===== src/rtl/cpu_trace_buffer.sv =====
// CPU trace buffer: captures {timestamp, opcode, imm, acc, reg_val} samples
// into a circular store with show-ahead read, optional trigger arming and
// stop-when-full / wrap (overwrite oldest) policies.
//
// Ports
//   CLK, CLB      clock (rising edge) and asynchronous active-high reset
//   en            capture enable
//   mode          0 = stop when full, 1 = wrap and overwrite oldest
//   trig_en       wait for trig_op before capturing
//   trig_op       trigger opcode
//   clr           synchronous flush, dominates every other input
//   sample_valid  current cycle carries a sample
//   opcode, imm   current opcode / immediate
//   acc, reg_val  current accumulator / register value
//   rd_ready      consumer accepts rd_data
//   rd_valid      oldest entry available on rd_data
//   rd_data       {ts, opcode, imm, acc, reg_val}, MSB first
//   count         number of stored entries
//   full, empty, overflow, triggered  status flags
//   state         FSM state code (IDLE=0, ARMED=1, CAPTURE=2, STOPPED=3)
module cpu_trace_buffer #(
  parameter int unsigned DATA_W  = 8,
  parameter int unsigned OP_W    = 4,
  parameter int unsigned DEPTH   = 16,
  parameter int unsigned TS_W    = 16,
  localparam int unsigned ENTRY_W = TS_W + 2 * OP_W + 2 * DATA_W,
  localparam int unsigned CNT_W   = $clog2(DEPTH + 1)
) (
  input  logic               CLK,
  input  logic               CLB,
  input  logic               en,
  input  logic               mode,
  input  logic               trig_en,
  input  logic [OP_W-1:0]    trig_op,
  input  logic               clr,
  input  logic               sample_valid,
  input  logic [OP_W-1:0]    opcode,
  input  logic [OP_W-1:0]    imm,
  input  logic [DATA_W-1:0]  acc,
  input  logic [DATA_W-1:0]  reg_val,
  input  logic               rd_ready,
  output logic               rd_valid,
  output logic [ENTRY_W-1:0] rd_data,
  output logic [CNT_W-1:0]   count,
  output logic               full,
  output logic               empty,
  output logic               overflow,
  output logic               triggered,
  output logic [1:0]         state
);

  localparam int unsigned PTR_W = $clog2(DEPTH);

  typedef enum logic [1:0] {
    IDLE    = 2'd0,
    ARMED   = 2'd1,
    CAPTURE = 2'd2,
    STOPPED = 2'd3
  } state_t;

  state_t             state_q, state_d;
  logic [PTR_W-1:0]   wr_ptr_q, rd_ptr_q;
  logic [CNT_W-1:0]   count_q;
  logic [TS_W-1:0]    ts_q;
  logic               overflow_q, triggered_q;
  logic [ENTRY_W-1:0] mem [DEPTH];

  logic trig_hit, wr_req, pop, drop, overwrite;
  logic do_write, rd_adv, cnt_inc, cnt_dec, ovf_set, trig_set;

  // Status decoded from the registered occupancy count
  assign full      = (count_q == CNT_W'(DEPTH));
  assign empty     = (count_q == '0);
  assign rd_valid  = !empty;
  assign rd_data   = mem[rd_ptr_q];
  assign count     = count_q;
  assign overflow  = overflow_q;
  assign triggered = triggered_q;
  assign state     = state_q;

  // Write attempt / pop qualification shared by next-state and datapath
  assign trig_hit  = sample_valid && (opcode == trig_op);
  assign wr_req    = !clr && (((state_q == CAPTURE) && en && sample_valid) ||
                              ((state_q == ARMED) && trig_hit));
  assign pop       = !clr && rd_valid && rd_ready;
  // Full with no simultaneous pop: either drop (mode 0) or overwrite (mode 1)
  assign drop      = wr_req && full && !pop && !mode;
  assign overwrite = wr_req && full && !pop && mode;

  // State register
  always_ff @(posedge CLK or posedge CLB) begin
    if (CLB) state_q <= IDLE;
    else     state_q <= state_d;
  end

  // Next-state logic
  always_comb begin
    state_d = state_q;
    if (clr) begin
      state_d = IDLE;
    end else begin
      case (state_q)
        IDLE:    if (en) state_d = trig_en ? ARMED : CAPTURE;
        ARMED: begin
          if (trig_hit)  state_d = drop ? STOPPED : CAPTURE;
          else if (!en)  state_d = IDLE;
        end
        CAPTURE: if (!en || drop) state_d = STOPPED;
        STOPPED: if (!en) state_d = IDLE;
        default: state_d = IDLE;
      endcase
    end
  end

  // Datapath controls derived from state and handshake
  always_comb begin
    do_write = wr_req && !drop;
    rd_adv   = pop || overwrite;
    cnt_inc  = do_write && !pop && !full;
    cnt_dec  = pop && !do_write;
    ovf_set  = wr_req && full && !pop;
    trig_set = !clr && (state_q == ARMED) && trig_hit;
  end

  // Pointers, occupancy, flags and free-running timestamp
  always_ff @(posedge CLK or posedge CLB) begin
    if (CLB) begin
      wr_ptr_q    <= '0;
      rd_ptr_q    <= '0;
      count_q     <= '0;
      overflow_q  <= 1'b0;
      triggered_q <= 1'b0;
      ts_q        <= '0;
    end else begin
      ts_q <= ts_q + TS_W'(1);
      if (clr) begin
        wr_ptr_q    <= '0;
        rd_ptr_q    <= '0;
        count_q     <= '0;
        overflow_q  <= 1'b0;
        triggered_q <= 1'b0;
      end else begin
        if (do_write) wr_ptr_q <= wr_ptr_q + PTR_W'(1);
        if (rd_adv)   rd_ptr_q <= rd_ptr_q + PTR_W'(1);
        if (cnt_inc)      count_q <= count_q + CNT_W'(1);
        else if (cnt_dec) count_q <= count_q - CNT_W'(1);
        if (ovf_set) overflow_q <= 1'b1;
        // Entering IDLE always drops the trigger flag
        if (state_d == IDLE) triggered_q <= 1'b0;
        else if (trig_set)   triggered_q <= 1'b1;
      end
    end
  end

  // Entry storage; contents are don't-care until written
  always_ff @(posedge CLK) begin
    if (do_write) mem[wr_ptr_q] <= {ts_q, opcode, imm, acc, reg_val};
  end

endmodule


===== config.mk =====
export PLATFORM = sky130hd
export DESIGN_NAME = cpu_trace_buffer
export DESIGN_NICKNAME = d
export VERILOG_FILES = /design/src/rtl/cpu_trace_buffer.sv
export SDC_FILE = /design/constraint.sdc
export NUM_CORES = 1
export LEC_CHECK = 0
export ABC_AREA = 0
export BUFFER_PORTS_ARGS = -buffer_cell sky130_fd_sc_hd__clkbuf_2
export CORE_MARGIN = 2
export CORE_UTILIZATION = 55
export CTS_BUF_LIST = sky130_fd_sc_hd__clkbuf_16
export DETAILED_ROUTE_END_ITERATION = 16
export HOLD_SLACK_MARGIN = 0.03
export PLACE_DENSITY = 0.73
export SKIP_CTS_REPAIR_TIMING = 1
export SYNTH_ARGS = -nofsm -noshare
export SYNTH_HDL_FRONTEND = slang
export SYNTH_SLANG_ARGS = --single-unit

===== constraint.sdc =====
create_clock -name CLK -period 5.8 [get_ports CLK]
set_input_delay 0.58 -clock CLK [delete_from_list [all_inputs] [get_ports CLK]]
set_output_delay 0.58 -clock CLK [all_outputs]
set_load 0.005 [all_outputs]

-- Word level (Yosys, flattened, before mapping)
Memories as Yosys holds them, arrays and structs flattened.
Cells that the tools add are included.
- flip-flop bits (word level): 33
- memory bits (writable): 640
- input port bits: 36
- logic and storage cells: 76
- memories kept: 1
- memories (name ; depth ; bits a word ; rd ports ; clocked after Yosys merged registers in ; wr ports ; RTL line ; source):
    mem ; 16 ; 40 ; 1 ; 0 ; 1 ; 66 ; logic [ENTRY_W-1:0] mem [DEPTH];
- add/sub/neg operators: 5
- equality and inequality tests: 5
- multiplexer cells: 22
- reduce and logical (&&, ||, !) cells: 36
- operators with widths (kind ; count):
    $logic_and A1 B1 Y1 ; 17
    $add A16 B1 Y16 const B ; 1
    $mux W4 ; 4
    $mux W5 ; 3
    $mux W2 ; 6
    $add A4 B1 Y4 const B ; 2
    $logic_not A1 Y1 ; 8
    $mux W1 ; 8
    $pmux W2 S4 ; 1
    $reduce_bool A2 Y1 ; 3
    $reduce_bool A3 Y1 ; 2
    $add A5 B1 Y5 const B ; 1
    $eq A5 B5 Y1 const B ; 1
    $logic_not A5 Y1 ; 1
    $sub A5 B1 Y5 const B ; 1
    $eq A2 B2 Y1 const B ; 2
    $eq A4 B4 Y1 ; 1
    $logic_not A2 Y1 ; 2
    $logic_or A1 B1 Y1 ; 3
    $eq A2 B1 Y1 const B ; 1

-- Longest topological paths before layout
Gate-level depths: netlist of the first run.
- depth in word-level cells: 15
- gate-level depth with buffers: 10

-- Worst setup path after synthesis of the first run
OpenSTA, ideal clock, no wires.
- path kind: input to register
- start point: in trig_op[1]
- end point: mem mem[12][0] (netlist bit), enable pin
- data arrival time: 2534 ps
- slack: 2864 ps
- stages: 6
- path buffers: 1
- cell sequence: xnor2_1 o311a_1 a21oi_2 buf_6 nor4_1 and2_1
- longest elaborated chain between the ends: 12
- RTL lines (what ; RTL line ; source):
    start, declared ; 34 ; input logic [OP_W-1:0] trig_op,
    $eq A4 B4 Y1 * ; 82 ; assign trig_hit = sample_valid && (opcode == trig_op);
    $logic_and A1 B1 Y1 * ; 82 ;
    $logic_and A1 B1 Y1 * ; 84 ; ((state_q == ARMED) && trig_hit));
    $logic_or A1 B1 Y1 * ; 83 ; assign wr_req = !clr && (((state_q == CAPTURE) && en && sample_valid) ||
    $logic_and A1 B1 Y1 * ; 83 ;
    $logic_and A1 B1 Y1 (3 in a row) ; 87 ; assign drop = wr_req && full && !pop && !mode;
    $logic_not A1 Y1 ; 117 ; do_write = wr_req && !drop;
    $logic_and A1 B1 Y1 * ; 117 ;
    $mux W1 * ; 157 ; if (do_write) mem[wr_ptr_q] <= {ts_q, opcode, imm, acc, reg_val};
    $mux W1 (not written as such) * ; 157 ;
    end, declared ; 66 ;
Every way passes the cells marked *; elsewhere a longest branch is shown, timed or not.

-- Final worst setup path of the first run
- start point: reg rd_ptr_q[1]
- end point: out rd_data[28]
- longest elaborated chain between the ends: 1
- RTL lines (what ; RTL line ; source):
    start, declared ; 62 ; logic [PTR_W-1:0] wr_ptr_q, rd_ptr_q;
    start signal, assigned ; 144 ; if (rd_adv) rd_ptr_q <= rd_ptr_q + PTR_W'(1);
    $mem_v2 Z16 W40 ; -- ;
    end, declared ; 43 ; output logic [ENTRY_W-1:0] rd_data,
Every way passes these cells.

==> results.cfg, run 1 <==
[status]
outcome = complete, no violations

[worst_setup_path]
cp_data_arrival_time_ns = 3.52
crit_path_end_kind = output pin
regToRegStartpoint = count[1]
critPathLaunch = rd_ptr_q[1]
timing.reg2reg.setup_slack_ns = 2.48
critPathMaxFanout = 46
setup.worst_path.class = reg2out
reg2reg_depth = 6
crit_required_ns = 5.22
crit_path_end = rd_data[28]
worst_setup_path_start_kind = flip-flop
regToRegEndpoint = mem[0][36]

[cells_and_area]
register_area_mm2 = 0.0201
insertedDiodeCount = 0
drive_above_1_share = 0.225
nFillCells = 3213
area_delta_synth_final_pct = 12.8
multiInputGateArea_mm2 = 0.00605
finish.net_count = 1563

[synth]
synth_cell_types = 46
synth_area_leaders = edfxtp_1 73%, mux4_2 6.8%, mux2i_1 4.7%
syn-mean-instance-area_um2 = 18.8
synth.yosys.seq_area_share = 0.759
synth-warning-count = 0
synth_enable_flop_cells = 640
synth_seq_cells = 673
post-synth-top-area-fraction = 0.728
cell_count_after_synthesis = 1405
netlist_area_mm2 = 0.0264
synth_ff_type = edfxtp_1
synth_most_common_cell = edfxtp_1
post_synth_most_frequent_cells = 640 x edfxtp_1, 124 x mux2i_1, 90 x o21ai_0, 80 x mux4_2, 56 x nand2_1
yosysTopAreaCell = edfxtp_1
share_of_synthesized_flip_flops_with_an_asynchronous_set_or_reset = 0.0490
synth_nets = 1452

[die]
die_h_um = 223
design.die.area_mm2 = 0.0498
core-area_mm2 = 0.0475
std_cell_rows = 80
floorplan.initialDensity = 0.555
dieWidth_um = 223
num_io_pins = 88

[timing]
finalSetupTns_ns = 0
hold_slack_ns = 0.0987
fin_worst_skew_ns = 0.0169
report.final.setup_viol = 0
fin_crit_ns = 4.10
worst_tran_pin_value_ns = 1.07
crit_share_post_route = 0.707
rsz0062_at_grt = false
postLayoutSetupSlackWorst_ns = 1.70
max-slew-margin-rel = 0.284
max_clock_freq_mhz = 244
hold_viol_final = 0
fin_max_slew_vios = 0

[power]
power_per_cell_area_mw_per_mm2 = 373
leakage_uw = 0.00971
power.ir.vdd_worst_v = 0.000199

[placement]
finalWeightedCongestion = 0.798
port_buffers = 87
hpwlAfterDp_um = 30800
place_worst_setup_slack_ns = 2.10

[routing]
wirelength_um = 57200
routed-via-count = 13700
initialDrtViolationCount = 1493
antenna_violating_nets_post_route = 0
routed_via_density = 6.29
drt-pass1-iter-count = 5
drc = 0
detail_route.wl_per_cell_um = 26.2

[grt]
grt_max_degree = 64
first_global_vias = 14000
grt_first_pass_wirelength_um = 85800
global_route.usage.total = 0.233
grt_overflow_total = 0
grt_antenna_before_repair = 0

[clocking]
worst_skew_pair.late_latency_ns = 0.58
max-clock-path-buffers = 3
clk_transition_reported_paths_ns = 0.06
ctsHtreeMaxLevel = 3
cts_tree = yes
numCtsBuffers = 67
cts_root_buf = clkbuf_16
clock_sink_count = 673

[flow_run]
drv_cap = 0

[worst_hold_path]
worst_hold_path_type = in2async
[layer usage]
layer / vias up / GRT usage / share of wire
li1: 5937 / - / -
met1: 7071 / 0.327 / 0.41
met2: 610 / 0.381 / 0.49
met3: 79 / 0.0385 / 0.075
met4: 0 / 0.0680 / 0.019
met5: - / 0 / 0
[where the power goes]
part | switching [µW] | total, µW | internal, µW
clock network | 1720 | 4280 | 2560
registers | 120 | 5430 | 5310
logic | 691 | 1400 | 711
[state kept, by name, summed over array words and instances, names as in the netlist]
name / cells
count: 5
mem: 640
overflow: 1
rd_ptr_q: 4
state: 2
triggered: 1
ts_q: 16
wr_ptr_q: 4
[critical path, stage by stage, from the launching register on]
cell and delay (ns):
dfrtp_4 0.97, and2_2 0.86, buf_4 0.39, a221oi_1 0.14, a22oi_1 0.24, nand2_1 0.15
clkbuf_2 0.15
[worst min path at each step]
stage | end | slack, ns | cells after the start
floorplan | overflow | 0.49 | 2
global placement | overflow | 0.50 | 2
detailed placement | overflow | 0.49 | 2
CTS | overflow | 0.09 | 3
global route | count[3] | 0.17 | 3
finish | count[0] | 0.1 | 3
[final cells by class]
cell class                      count  share of cell area
Sequential cell                   673               0.673
Multi-Input combinational cell    649               0.203
Clock buffer                       71              0.0597
Tap cell                          615              0.0258
Timing Repair Buffer              114              0.0231
Clock inverter                     46              0.0135
Inverter                           11             0.00139
[stage by stage]
step / std cells / utilization / total power, µW / instance area [µm²]
2_1_floorplan: 1405 / - / 6530 / 26400
3_3_place_gp: 2062 / 0.580 / 6920 / 27600
3_5_place_dp: 2062 / 0.580 / 6940 / 27600
4_1_cts: 2179 / 0.626 / 11200 / 29800
5_1_grt: 2179 / 0.626 / 11500 / 29800
6_report: 2179 / 0.626 / 11100 / 29800
[layout by cell type, fill, tap and decap left out, types with 40 or more instances in the layout]
cell / Yosys / layout
mux4_2: 80 / 80
mux2i_1: 124 / 124
o21ai_0: 90 / 90
a21oi_1: 54 / 54
a22oi_1: 41 / 41
edfxtp_1: 640 / 640
clkbuf_2: 0 / 87
clkbuf_16: 0 / 71
nand2_1: 56 / 55
a221oi_1: 40 / 40
mux2_2: 42 / 42
[logic make-up after synthesis]
kind of cell,share of synthesized area
adder cells (fa/ha/maj),0.00550
XOR/XNOR,0.00663
AO/OA/AOI/OAI,0.0568
flip-flops,0.759
buffers and inverters,0.0130
AND/OR/NAND/NOR,0.0257
multiplexers,0.133
Power figures use the tool's default switching activity.
==> inputs of run 2 (changes only) <==
Settings changed: ABC_AREA 0 to 1.
Clock period 5.8 ns to 3.8 ns, I/O delays scaled along.
==> run 2 against run 1 <==
  * Clock power up 54%
  * Power up 49%
  * Largest cell class unchanged
  * Highest routed layer unchanged
  * Combinational power up 25%
==> results.cfg, run 2 <==
[cells_and_area]
fin_area_mm2 = 0.0300
largest_register = mem
finish.net_count = 2100
nFillCells = 3347
insertedDiodeCount = 0
multiInputGateArea_mm2 = 0.00578
register_area_mm2 = 0.0201
area_delta_synth_final_pct = 13.9
most_common_cell_after_layout_fill_and_taps_aside = edfxtp_1
largest_register_ff_count = 640
mostFrequentLayoutCells = 640 x edfxtp_1, 313 x nand2_1, 207 x o21ai_0
drive_above_1_share = 0.133

[synth]
synth.yosys.seq_area_share = 0.760
cell_count_after_synthesis = 1960
post_synth_most_frequent_cells = 640 x edfxtp_1, 314 x nand2_1, 207 x o21ai_0, 191 x nor2_1, 98 x a21oi_1
synth_nets = 2007
synth_area_leaders = edfxtp_1 73%, nand2_1 4.5%, o21ai_0 3.9%
synth_enable_flop_cells = 640
synth_seq_cells = 673
synth_ff_type = edfxtp_1
share_of_synthesized_flip_flops_with_an_asynchronous_set_or_reset = 0.0490
syn-mean-instance-area_um2 = 13.4
yosysTopAreaCell = edfxtp_1
synth-warning-count = 0
post-synth-top-area-fraction = 0.729
synth_most_common_cell = edfxtp_1
netlist_area_mm2 = 0.0264
synth_cell_types = 41

[routing]
routedLengthMet1_um = 25600
routed-via-count = 16900
detail_route.wl_per_cell_um = 24.3
antenna_violating_nets_post_route = 0
detailroute.wirelength.met3_um = 6280
top_layer = met4
wirelength_um = 66000
routed-wl-met2_um = 32200
initialDrtViolationCount = 2279
drt-pass1-iter-count = 5
drc = 0
routed_via_density = 6.22

[power]
swShare = 0.244
comb_power_frac = 0.106
p_seq_frac = 0.495
leakage_uw = 0.0105
cellInternalPower_uw = 12500
power.ir.vdd_worst_v = 0.000347
clockPowerShare = 0.399
switchingPower_uw = 4030
power_per_cell_area_mw_per_mm2 = 550

[worst_setup_path]
setup.worst_path.class = reg2out
critical_path.cell_chain = inv_8 -> buf_4 -> nand2_1 -> a221oi_1 -> o21ai_0 -> nand2_1 -> clkbuf_2
crit_required_ns = 3.42
worst_setup_path_start_kind = flip-flop
critical-path-max-stage-delay_ns = 0.67
critPathMaxFanout = 101
cp_slowest_cell = dfrtp_4
crit_path_end_kind = output pin
timing.critical_path.mode_cell = nand2_1
cp_data_arrival_time_ns = 3.19

[timing]
report.final.setup_viol = 0
worst_tran_pin_value_ns = 0.793
fin_max_slew_vios = 0
rsz0062_at_grt = false
hold_slack_ns = 0.0358
fin_worst_skew_ns = 0.0210
finalSetupTns_ns = 0
hold_viol_final = 0
crit_share_post_route = 0.938
fin_crit_ns = 3.57
max_clock_freq_mhz = 280
max-slew-margin-rel = 0.471

[placement]
finalWeightedCongestion = 0.822
hpwlAfterDp_um = 36800
placed_area_mm2 = 0.0278
port_buffers = 87

[die]
die_h_um = 223
floorplan.initialDensity = 0.554
dieWidth_um = 223
design.die.area_mm2 = 0.0497
num_io_pins = 88
core-area_mm2 = 0.0475
std_cell_rows = 80

[clocking]
max-clock-path-buffers = 3
numCtsBuffers = 67
clock_sink_count = 673
clk_transition_reported_paths_ns = 0.06
cts_root_buf = clkbuf_16
ctsHtreeMaxLevel = 3
worst_skew_pair.late_latency_ns = 0.60
cts_tree = yes

[grt]
grt_first_pass_wirelength_um = 100000
grt_antenna_before_repair = 0
grt_max_degree = 151
first_global_vias = 16900
grt_overflow_total = 0
global_route.usage.total = 0.267

[status]
outcome = complete, no violations

[worst_hold_path]
worst_hold_path_type = in2reg

[flow_run]
drv_cap = 0
[run 2: cell types whose count changed in the layout (fill, tap and decap cells not counted), moves of 41 or more]
cell,previous run,this run
a21oi_1,54,98
a22oi_1,41,0
mux2_2,42,0
mux2i_1,124,0
mux4_2,80,0
nand2_1,55,313
nand3_1,11,81
nor2_1,8,174
o21ai_0,90,207
o22ai_1,0,48
[run 2: power by group through the flow]
stage	Sequential (µW)	Combinational, µW	Clock, µW
floorplan	8290	1070	0
CTS	8180	1740	6640
detailed placement	8340	1720	0
global placement	8340	1670	0
global route	8190	1920	6920
finish	8190	1750	6590
[run 2: per-stage QoR]
step           setup WS [ns]  std cells  power [µW]  utilization
6_report               0.234       2720       16500        0.632
4_1_cts                0.264       2719       16600        0.631
5_1_grt                0.101       2720       17000        0.632
3_5_place_dp           0.602       2598       10100        0.585
3_3_place_gp           0.661       2598       10000        0.585
2_1_floorplan          0.346       1960        9370            -
[run 2: per-layer routing]
layer / vias to the layer above / track usage
li1: 7493 / -
met1: 8329 / 0.365
met2: 949 / 0.437
met3: 137 / 0.0437
met4: 0 / 0.102
met5: - / 0
[run 2: cells by family (layout without fill, tap and decap cells)]
kind of cell / after synthesis / in the layout / share of synthesized area
and+or+nand+nor: 644 / 644 / 0.104
xor gates and xnor gates: 16 / 16 / 0.00532
buffers and inverters: 166 / 311 / 0.0252
AOI/OAI and AO/OA: 450 / 450 / 0.100
DFF: 673 / 673 / 0.760
adders and majority gates: 11 / 11 / 0.00551
[run 2: path summary, 6_finish.rpt]
| kind | startpoint | to | slack (ns) | cells past startpoint |
|---|---|---|---|---|
| max | rd_ptr_q[0] | rd_data[10] | 0.23 | 7 |
| max reg2reg | state[1] | mem[0][3] | 1.03 | 9 |
| min reg2reg | overflow | overflow | 0.52 | 2 |
| min | clr | rd_ptr_q[3] | 0.04 | 2 |
| max in group asynchronous | CLB | rd_ptr_q[0] | 3.02 | 4 |
| min in group asynchronous | CLB | ts_q[0] | 0.40 | 4 |
[run 2: worst max-delay path: cells and delay by family (launching register included)]
family | cells | cell delay [ns]
flip-flops | 1 | 0.67
buffers and inverters | 3 | 1.09
AO/OA/AOI/OAI | 2 | 0.42
AND/OR/NAND/NOR | 2 | 0.28
[run 2: cell type report]
class	count	area share
sequential	673	0.668
clock buffer	69	0.0575
clock inverter	52	0.0153
timing repair buffer	146	0.0356
multi-input combinational	1121	0.193
tap	615	0.0256
inverter	44	0.00579
